`config.mk`:
```
export PLATFORM = sky130hd
export DESIGN_NAME = branch_predictor
export DESIGN_NICKNAME = d
export VERILOG_FILES = /design/src/rtl/branch_predictor.sv
export SDC_FILE = /design/constraint.sdc
export NUM_CORES = 1
export LEC_CHECK = 0
export CORE_ASPECT_RATIO = 2
export CORE_MARGIN = 10
export CORE_UTILIZATION = 40
export DETAILED_ROUTE_END_ITERATION = 10
export GPL_ROUTABILITY_DRIVEN = 0
export HOLD_SLACK_MARGIN = 0.08
export SLEW_MARGIN = 20
export SYNTH_ARGS = -nofsm -noshare
export SYNTH_HDL_FRONTEND = slang
export SYNTH_SLANG_ARGS = --single-unit
```
`constraint.sdc`:
```
create_clock -name clk -period 6.4 [get_ports clk]
set_input_delay 0.64 -clock clk [delete_from_list [all_inputs] [get_ports clk]]
set_output_delay 0.64 -clock clk [all_outputs]
set_load 0.005 [all_outputs]
```
`src/rtl/branch_predictor.sv`:
```
// Direct-mapped BTB with saturating direction counters; EX-side mispredict/redirect.
// Optional statistics counters enabled by defining BP_STATS_EN.
module branch_predictor #(
    parameter int unsigned ADR_WIDTH  = 32,
    parameter int unsigned ENTRIES    = 16,
    parameter int unsigned CTR_BITS   = 2,
    parameter int unsigned STAT_WIDTH = 32
) (
    input  logic                 clk,
    input  logic                 rst,
    input  logic [ADR_WIDTH-1:0] i_pc,
    output logic                 o_hit,
    output logic                 o_taken,
    output logic [ADR_WIDTH-1:0] o_target,
    input  logic                 upd_valid,
    input  logic [ADR_WIDTH-1:0] upd_pc,
    input  logic                 upd_taken,
    input  logic [ADR_WIDTH-1:0] upd_target,
    input  logic                 upd_pred_taken,
    input  logic [ADR_WIDTH-1:0] upd_pred_target,
    output logic                 o_mispredict,
    output logic [ADR_WIDTH-1:0] o_redirect_pc
`ifdef BP_STATS_EN
    ,
    output logic [STAT_WIDTH-1:0] o_stat_updates,
    output logic [STAT_WIDTH-1:0] o_stat_mispredicts
`endif
);

    localparam int unsigned IDX   = $clog2(ENTRIES);
    localparam int unsigned TAG_W = ADR_WIDTH - IDX - 2;
    localparam logic [CTR_BITS-1:0] CTR_MAX  = {CTR_BITS{1'b1}};
    localparam logic [CTR_BITS-1:0] CTR_INIT = CTR_BITS'(1) << (CTR_BITS - 1);

    logic [ENTRIES-1:0]   valid_q;
    logic [TAG_W-1:0]     tag_q    [ENTRIES];
    logic [ADR_WIDTH-1:0] target_q [ENTRIES];
    logic [CTR_BITS-1:0]  ctr_q    [ENTRIES];

    logic [IDX-1:0]   lk_idx;
    logic [TAG_W-1:0] lk_tag;
    logic [IDX-1:0]   up_idx;
    logic [TAG_W-1:0] up_tag;
    logic             up_hit;
    logic             pc_lsb_unused;

    assign lk_idx        = i_pc[IDX+1:2];
    assign lk_tag        = i_pc[ADR_WIDTH-1:IDX+2];
    assign up_idx        = upd_pc[IDX+1:2];
    assign up_tag        = upd_pc[ADR_WIDTH-1:IDX+2];
    assign up_hit        = valid_q[up_idx] && (tag_q[up_idx] == up_tag);
    assign pc_lsb_unused = ^i_pc[1:0];

    // Lookup sees only pre-edge table contents; reset masks everything.
    always_comb begin
        o_hit    = 1'b0;
        o_taken  = 1'b0;
        o_target = '0;
        if (!rst && valid_q[lk_idx] && (tag_q[lk_idx] == lk_tag)) begin
            o_hit    = 1'b1;
            o_taken  = ctr_q[lk_idx][CTR_BITS-1];
            o_target = target_q[lk_idx];
        end
    end

    always_comb begin
        o_mispredict  = 1'b0;
        o_redirect_pc = upd_taken ? upd_target : upd_pc + ADR_WIDTH'(4);
        if (!rst && upd_valid) begin
            o_mispredict = (upd_taken != upd_pred_taken) ||
                           (upd_taken && (upd_target != upd_pred_target));
        end
    end

    // Valid bits are the only table state cleared by reset.
    always_ff @(posedge clk) begin
        if (rst) begin
            valid_q <= '0;
        end else if (upd_valid && upd_taken && !up_hit) begin
            valid_q[up_idx] <= 1'b1;
        end
    end

    always_ff @(posedge clk) begin
        if (!rst && upd_valid) begin
            if (up_hit) begin
                if (upd_taken) begin
                    target_q[up_idx] <= upd_target;
                    if (ctr_q[up_idx] != CTR_MAX) begin
                        ctr_q[up_idx] <= ctr_q[up_idx] + CTR_BITS'(1);
                    end
                end else if (ctr_q[up_idx] != '0) begin
                    ctr_q[up_idx] <= ctr_q[up_idx] - CTR_BITS'(1);
                end
            end else if (upd_taken) begin
                tag_q[up_idx]    <= up_tag;
                target_q[up_idx] <= upd_target;
                ctr_q[up_idx]    <= CTR_INIT;
            end
        end
    end

`ifdef BP_STATS_EN
    always_ff @(posedge clk) begin
        if (rst) begin
            o_stat_updates     <= '0;
            o_stat_mispredicts <= '0;
        end else begin
            if (upd_valid) begin
                o_stat_updates <= o_stat_updates + STAT_WIDTH'(1);
            end
            if (o_mispredict) begin
                o_stat_mispredicts <= o_stat_mispredicts + STAT_WIDTH'(1);
            end
        end
    end
`else
    localparam int unsigned STAT_WIDTH_UNUSED = STAT_WIDTH;
`endif

endmodule

```
Yosys cells after proc, flatten, opt, wreduce, memory -nomap -nowiden --
Memory sizes are Yosys's and may differ from the RTL's. Cells that the tools add are included. W data, S select, Z words.
Cells by class: reductions and logical operators 12, multiplexer cells 31, equal/unequal tests 5, magnitude comparators 3, add/sub/neg operators 3, bitwise operators 4
Operators with widths (number):
- $mux W32 | 3
- $eq A26 B26 Y1 | 2
- $add A32 B3 Y32 const B | 1
- $ne A32 B32 Y1 | 1
- $mux W1 | 23
- $or A16 B16 Y16 | 1
- $lt A4 B5 Y1 const B | 2
- $bmux W1 S4 | 2
- $logic_and A1 B1 Y1 | 8
- $demux W1 S4 | 1
- $ge A4 B1 Y1 const B | 1
- $mux W2 | 2
- $or A1 B1 Y1 | 3
- $add A2 B1 Y2 const B | 1
- $logic_not A1 Y1 | 2
- $ne A2 B2 Y1 const B | 1
- $reduce_bool A2 Y1 | 1
- $sub A2 B1 Y2 const B | 1
- $logic_or A1 B1 Y1 | 1
- $ne A1 B1 Y1 | 1
Word-level totals: register bits 16, memories kept 3, memory bits (writable) 960, logic and storage cells 62, input bits 133, output and inout bits 67
Memories:
- target_q | words 16, width 32, rd ports 1, clocked after Yosys merged registers in 0, write ports 1, line 37 | logic [ADR_WIDTH-1:0] target_q [ENTRIES];
- tag_q | words 16, width 26, rd ports 2, clocked after Yosys merged registers in 0, write ports 1, line 36 | logic [TAG_W-1:0] tag_q [ENTRIES];
- ctr_q | words 16, width 2, rd ports 2, clocked after Yosys merged registers in 0, write ports 1, line 38 | logic [CTR_BITS-1:0] ctr_q [ENTRIES];

Depth between registers and ports, before layout --
An unclocked memory read counts as a cell.
depth in word-level cells 9, mapped depth 14, gate-level depth less buffers 9

Worst setup path after synthesis --
OpenSTA, ideal clock, no wires.
path kind input port to flip-flop, start input upd_pc[2], end memory tag_q[2][0] in the netlist's numbering, enable pin, required time 5.925 ns, buffers on the path 2, setup slack 0.678 ns, data arrival time 5.247 ns, cell stages on the path 9, library setup time 0.475 ns, cells stage by stage buf_6 > buf_2 > mux4_2 > mux2i_1 > xnor2_1 > nor4_1 > a31oi_1 > nor3_2 > nor4_1
On the way: word-level cells in the longest chain between the ends 6, elaborated cells between the ends (all ways) 8, classes of those cells eq/ne (1); mux (5); reduce/logical (1); memory (1)
RTL lines:
- from (decl) | line 16 | input logic [ADR_WIDTH-1:0] upd_pc,
- $mem_v2 Z16 W26 / $bmux W1 S4 (equally long branches)
- $eq A26 B26 Y1 / $mux W1 (equally long branches) | line 51 | assign up_hit = valid_q[up_idx] && (tag_q[up_idx] == up_tag);
- $logic_and A1 B1 Y1 | line 51
- $mux W1 | line 86 | if (up_hit) begin
- $mux W1 | line 85 | if (!rst && upd_valid) begin
- $mux W1 (not written as such) | line 96 | tag_q[up_idx] <= up_tag;
- to (decl) | line 36
Several ways; a longest one is shown, not always the timed one. The select of a mux whose other input is x is not followed.

Worst setup path in the final report --
start input i_pc[2], end output o_target[9]
On the way: word-level cells in the longest chain between the ends 5, elaborated cells between the ends (all ways) 8, classes of those cells eq/ne (1); mux (3); reduce/logical (2); memory (2)
RTL lines:
- from (decl) | line 11 | input logic [ADR_WIDTH-1:0] i_pc,
- branches (longest 4 deep; another with $mem_v2 Z16 W26)
- $mux W32 * | line 59 | if (!rst && valid_q[lk_idx] && (tag_q[lk_idx] == lk_tag)) begin
- to (decl) | line 14 | output logic [ADR_WIDTH-1:0] o_target,
Mark *: on every way between the ends. The select of a mux whose other input is x is not followed.

==> summary.txt <==
Outcome
  – Status: completed

Final layout
  – Final non-filler cell total: 3877
  – Final Net Count: 2569
  – Share of cells above drive strength 1: 27.7%
  – Syn-to-layout area delta: 16.2%
  – Fillers: 8865

Timing
  – Worst relative slew slack: 22.5%
  – Tightest Pin Transition: 1.16 ns
  – RSZ-0062 raised after global routing: false
  – Max Clk Rate: 0.188 GHz
  – Period utilization: 82.9%
  – Setup tns final: 0 ns
  – Final Skew: 0.0215 ns
  – Slew Limit Fails: 0
  – Hold Vio Cnt, Final: 0
  – Min cycle time layout: 5.31 ns
  – Final setup vio count: 0

Routing
  – WL final: 133000 um
  – DRT Pass-1 Iters: 5
  – WL/cell: 34.2 um
  – Post-route ant nets: 0
  – Vias: 23800
  – Drt drc: 0
  – Initial drt markers: 2576
  – Via-to-Cell Ratio: 6.13

Pwr
  – VDD IR max: 181 uV
  – Power Dens Cells: 271 nW/um2
  – Power Total: 13.6 mW
  – LEAKAGE: 16.0 nW

Critical path
  – Worst path max stage delay: 0.57 ns
  – Critical path arrival: 4.67 ns
  – Top delay family on crit path: buffers and inverters
  – Worst Path Max Fanout: 40
  – Crit path capture: o_target[9]
  – WS Path Type: input pin to output port
  – Startpoint types: input pin
  – WP buf/inv: 4
  – Reg2reg start: tag_q[7][2]
  – Crit end category: output port
  – CP required: 5.76 ns
  – Crit path depth: 10
  – R2R Setup Slk: 1.82 ns
  – Worst R2R Path Depth: 9
  – CP cell instances: buf_8 > buf_4 > mux4_2 > mux4_2 > xnor2_1 > nand4_1 > nor3_2 > buf_4 > and3_1 > clkdlybuf4s50_1
  – Crit path from: i_pc[2]
  – Slowest CP cell: mux4_2
  – Reg-to-Reg End: ctr_q[15][0]

CTS
  – CTS Root Cell: clkbuf_16
  – TritonCTS clock tree: done
  – Clock tree buffer depth: 3
  – Hold_buf cts: 0
  – Clk_lat worst skew: 0.70 ns
  – Post-CTS Resized: 0
  – Inserted Clock Buffers: 84
  – Sink Count: 976
  – Total setup buffers inserted after CTS: 0
  – H-tree depth: 3
  – Reg clk slew, reported paths: 0.07 ns

Floorplan
  – Placement row count: 170
  – Die Area: 123000 um2
  – I/O pins: 200
  – Die extent in y: 485 um
  – Die W: 253 um
  – Core area: 107000 um2
  – Initial Util: 40.3%

Synthesis
  – Mapped Nets: 2326
  – Post-synthesis sequential area ratio: 67.4%
  – Top-area cell type share of the netlist area: 66.6%
  – Post-synthesis async set-or-reset flop share: 0%
  – Dominant synthesized flop cell: edfxtp_1
  – Cell Area, Synth: 43300 um2
  – Top cells by count, synth: edfxtp_1 (960), mux4_2 (392), nand2_1 (103)
  – Number of flops mapped to enable cells by yosys: 960
  – Synth cell types: 62
  – Count leader, synth: edfxtp_1
  – Synth warnings: 0
  – Leading area contributor after synthesis: edfxtp_1
  – Area contributors post-synth: edfxtp_1 (67%), mux4_2 (20%), mux2i_1 (1.9%)
  – Avg Synthesized Cell Area: 19.8 um2
  – Synth Register Bits: 976
  – Syn Inst Count: 2189

Global route
  – First-pass GRT wire length: 187000 um
  – Aggregate global routing overflow: 0
  – Initial antenna violation count: 12
  – Largest net degree at the start of global routing: 68
  – GRT Total Usage: 21.6%
  – Vias in the first global route: 25100

Placement
  – I/O Buffers: 197
  – Dpl cells: 3722
  – HPWL Detailed: 84600 um

Worst hold path
  – Worst min-delay path category: flop to flop
  – Hold Startpoint: valid_q[11]

Flow run
  – Max Cap Viol: 0
-- area by class of cell --
type	instances	area, um2	share of cell area, %
diodes	2	5.00	0.00996
well taps	1376	1720	3.43
flip-flops and latches	976	29100	58.0
multi-input cells	1039	13500	26.8
clock buffers	98	2240	4.45
clock inverters	55	651	1.29
repair buffers	302	2900	5.77
inverters	29	109	0.217
-- metrics by stage --
| step | hold slack, ns | util (%) | instance area (um2) | worst slack, ns |
|---|---|---|---|---|
| after global placement | 0.476 | 44.1 | 47300 | 0.785 |
| final | 0.514 | 46.8 | 50300 | 1.09 |
| after floorplan | 0.461 | - | 43300 | 0.678 |
| after global routing | 0.528 | 46.8 | 50300 | 0.791 |
| after detailed placement | 0.486 | 44.1 | 47400 | 0.740 |
| after CTS | 0.507 | 46.8 | 50200 | 0.957 |
-- logic make-up after synthesis --
kind of cell | after synthesis | synth area share [%]
fa+ha+maj | 4 | 0.116
flops | 976 | 67.4
xor+xnor | 115 | 2.33
simple gates | 296 | 3.46
mux | 479 | 22.4
compound gates | 145 | 2.43
buf+inv | 174 | 1.88
-- cell usage in the layout (no fill, tap or decap), types with 13 or more instances in the layout --
cell | Yosys | final
a22o_1 | 25 | 25
a22oi_1 | 18 | 18
and3_1 | 43 | 43
buf_4 | 6 | 96
clkbuf_16 | 0 | 87
clkdlybuf4s50_1 | 0 | 189
clkinv_1 | 1 | 16
clkinv_2 | 0 | 17
dfxtp_1 | 16 | 16
edfxtp_1 | 960 | 960
inv_1 | 27 | 15
inv_2 | 1 | 13
mux2i_1 | 81 | 81
mux4_2 | 392 | 392
nand2_1 | 103 | 103
nand3_1 | 18 | 18
nand4_1 | 18 | 18
nor2_1 | 46 | 30
nor2_4 | 0 | 16
nor3_1 | 22 | 17
nor3_2 | 11 | 15
o21ai_0 | 38 | 38
xnor2_1 | 76 | 75
xor2_1 | 39 | 39
-- flip-flops by register name (all words and copies together), names as in the netlist --
name / count
valid_q: 16
tag_q: 416
ctr_q: 32
target_q: 512
-- worst min-delay path by stage --
stage	end	slack [ns]	depth (start not counted)
final	valid_q[11]	0.51	1
after global routing	valid_q[12]	0.53	1
after floorplan	valid_q[14]	0.46	1
after global placement	valid_q[9]	0.48	1
after detailed placement	valid_q[12]	0.49	1
after CTS	valid_q[12]	0.51	1
-- routing by layer --
metal	up-vias	wire (um)	part of all wire, %	track usage (%)
li1	9669	-	-	-
met1	12800	46700	35	24.4
met2	1078	70200	53	38.2
met3	232	9510	7.2	4.66
met4	12	6130	4.6	9.86
met5	-	102	0.077	0
-- report_power, final --
part	switching, mW	leakage (nW)	internal (mW)
Sequential	0.0143	8.77	7.07
Combinational	0.653	5.85	0.495
Clock	2.38	1.42	3.02
Total	3.04	16.0	10.6
No activity file was read; power rests on OpenSTA's default activity.
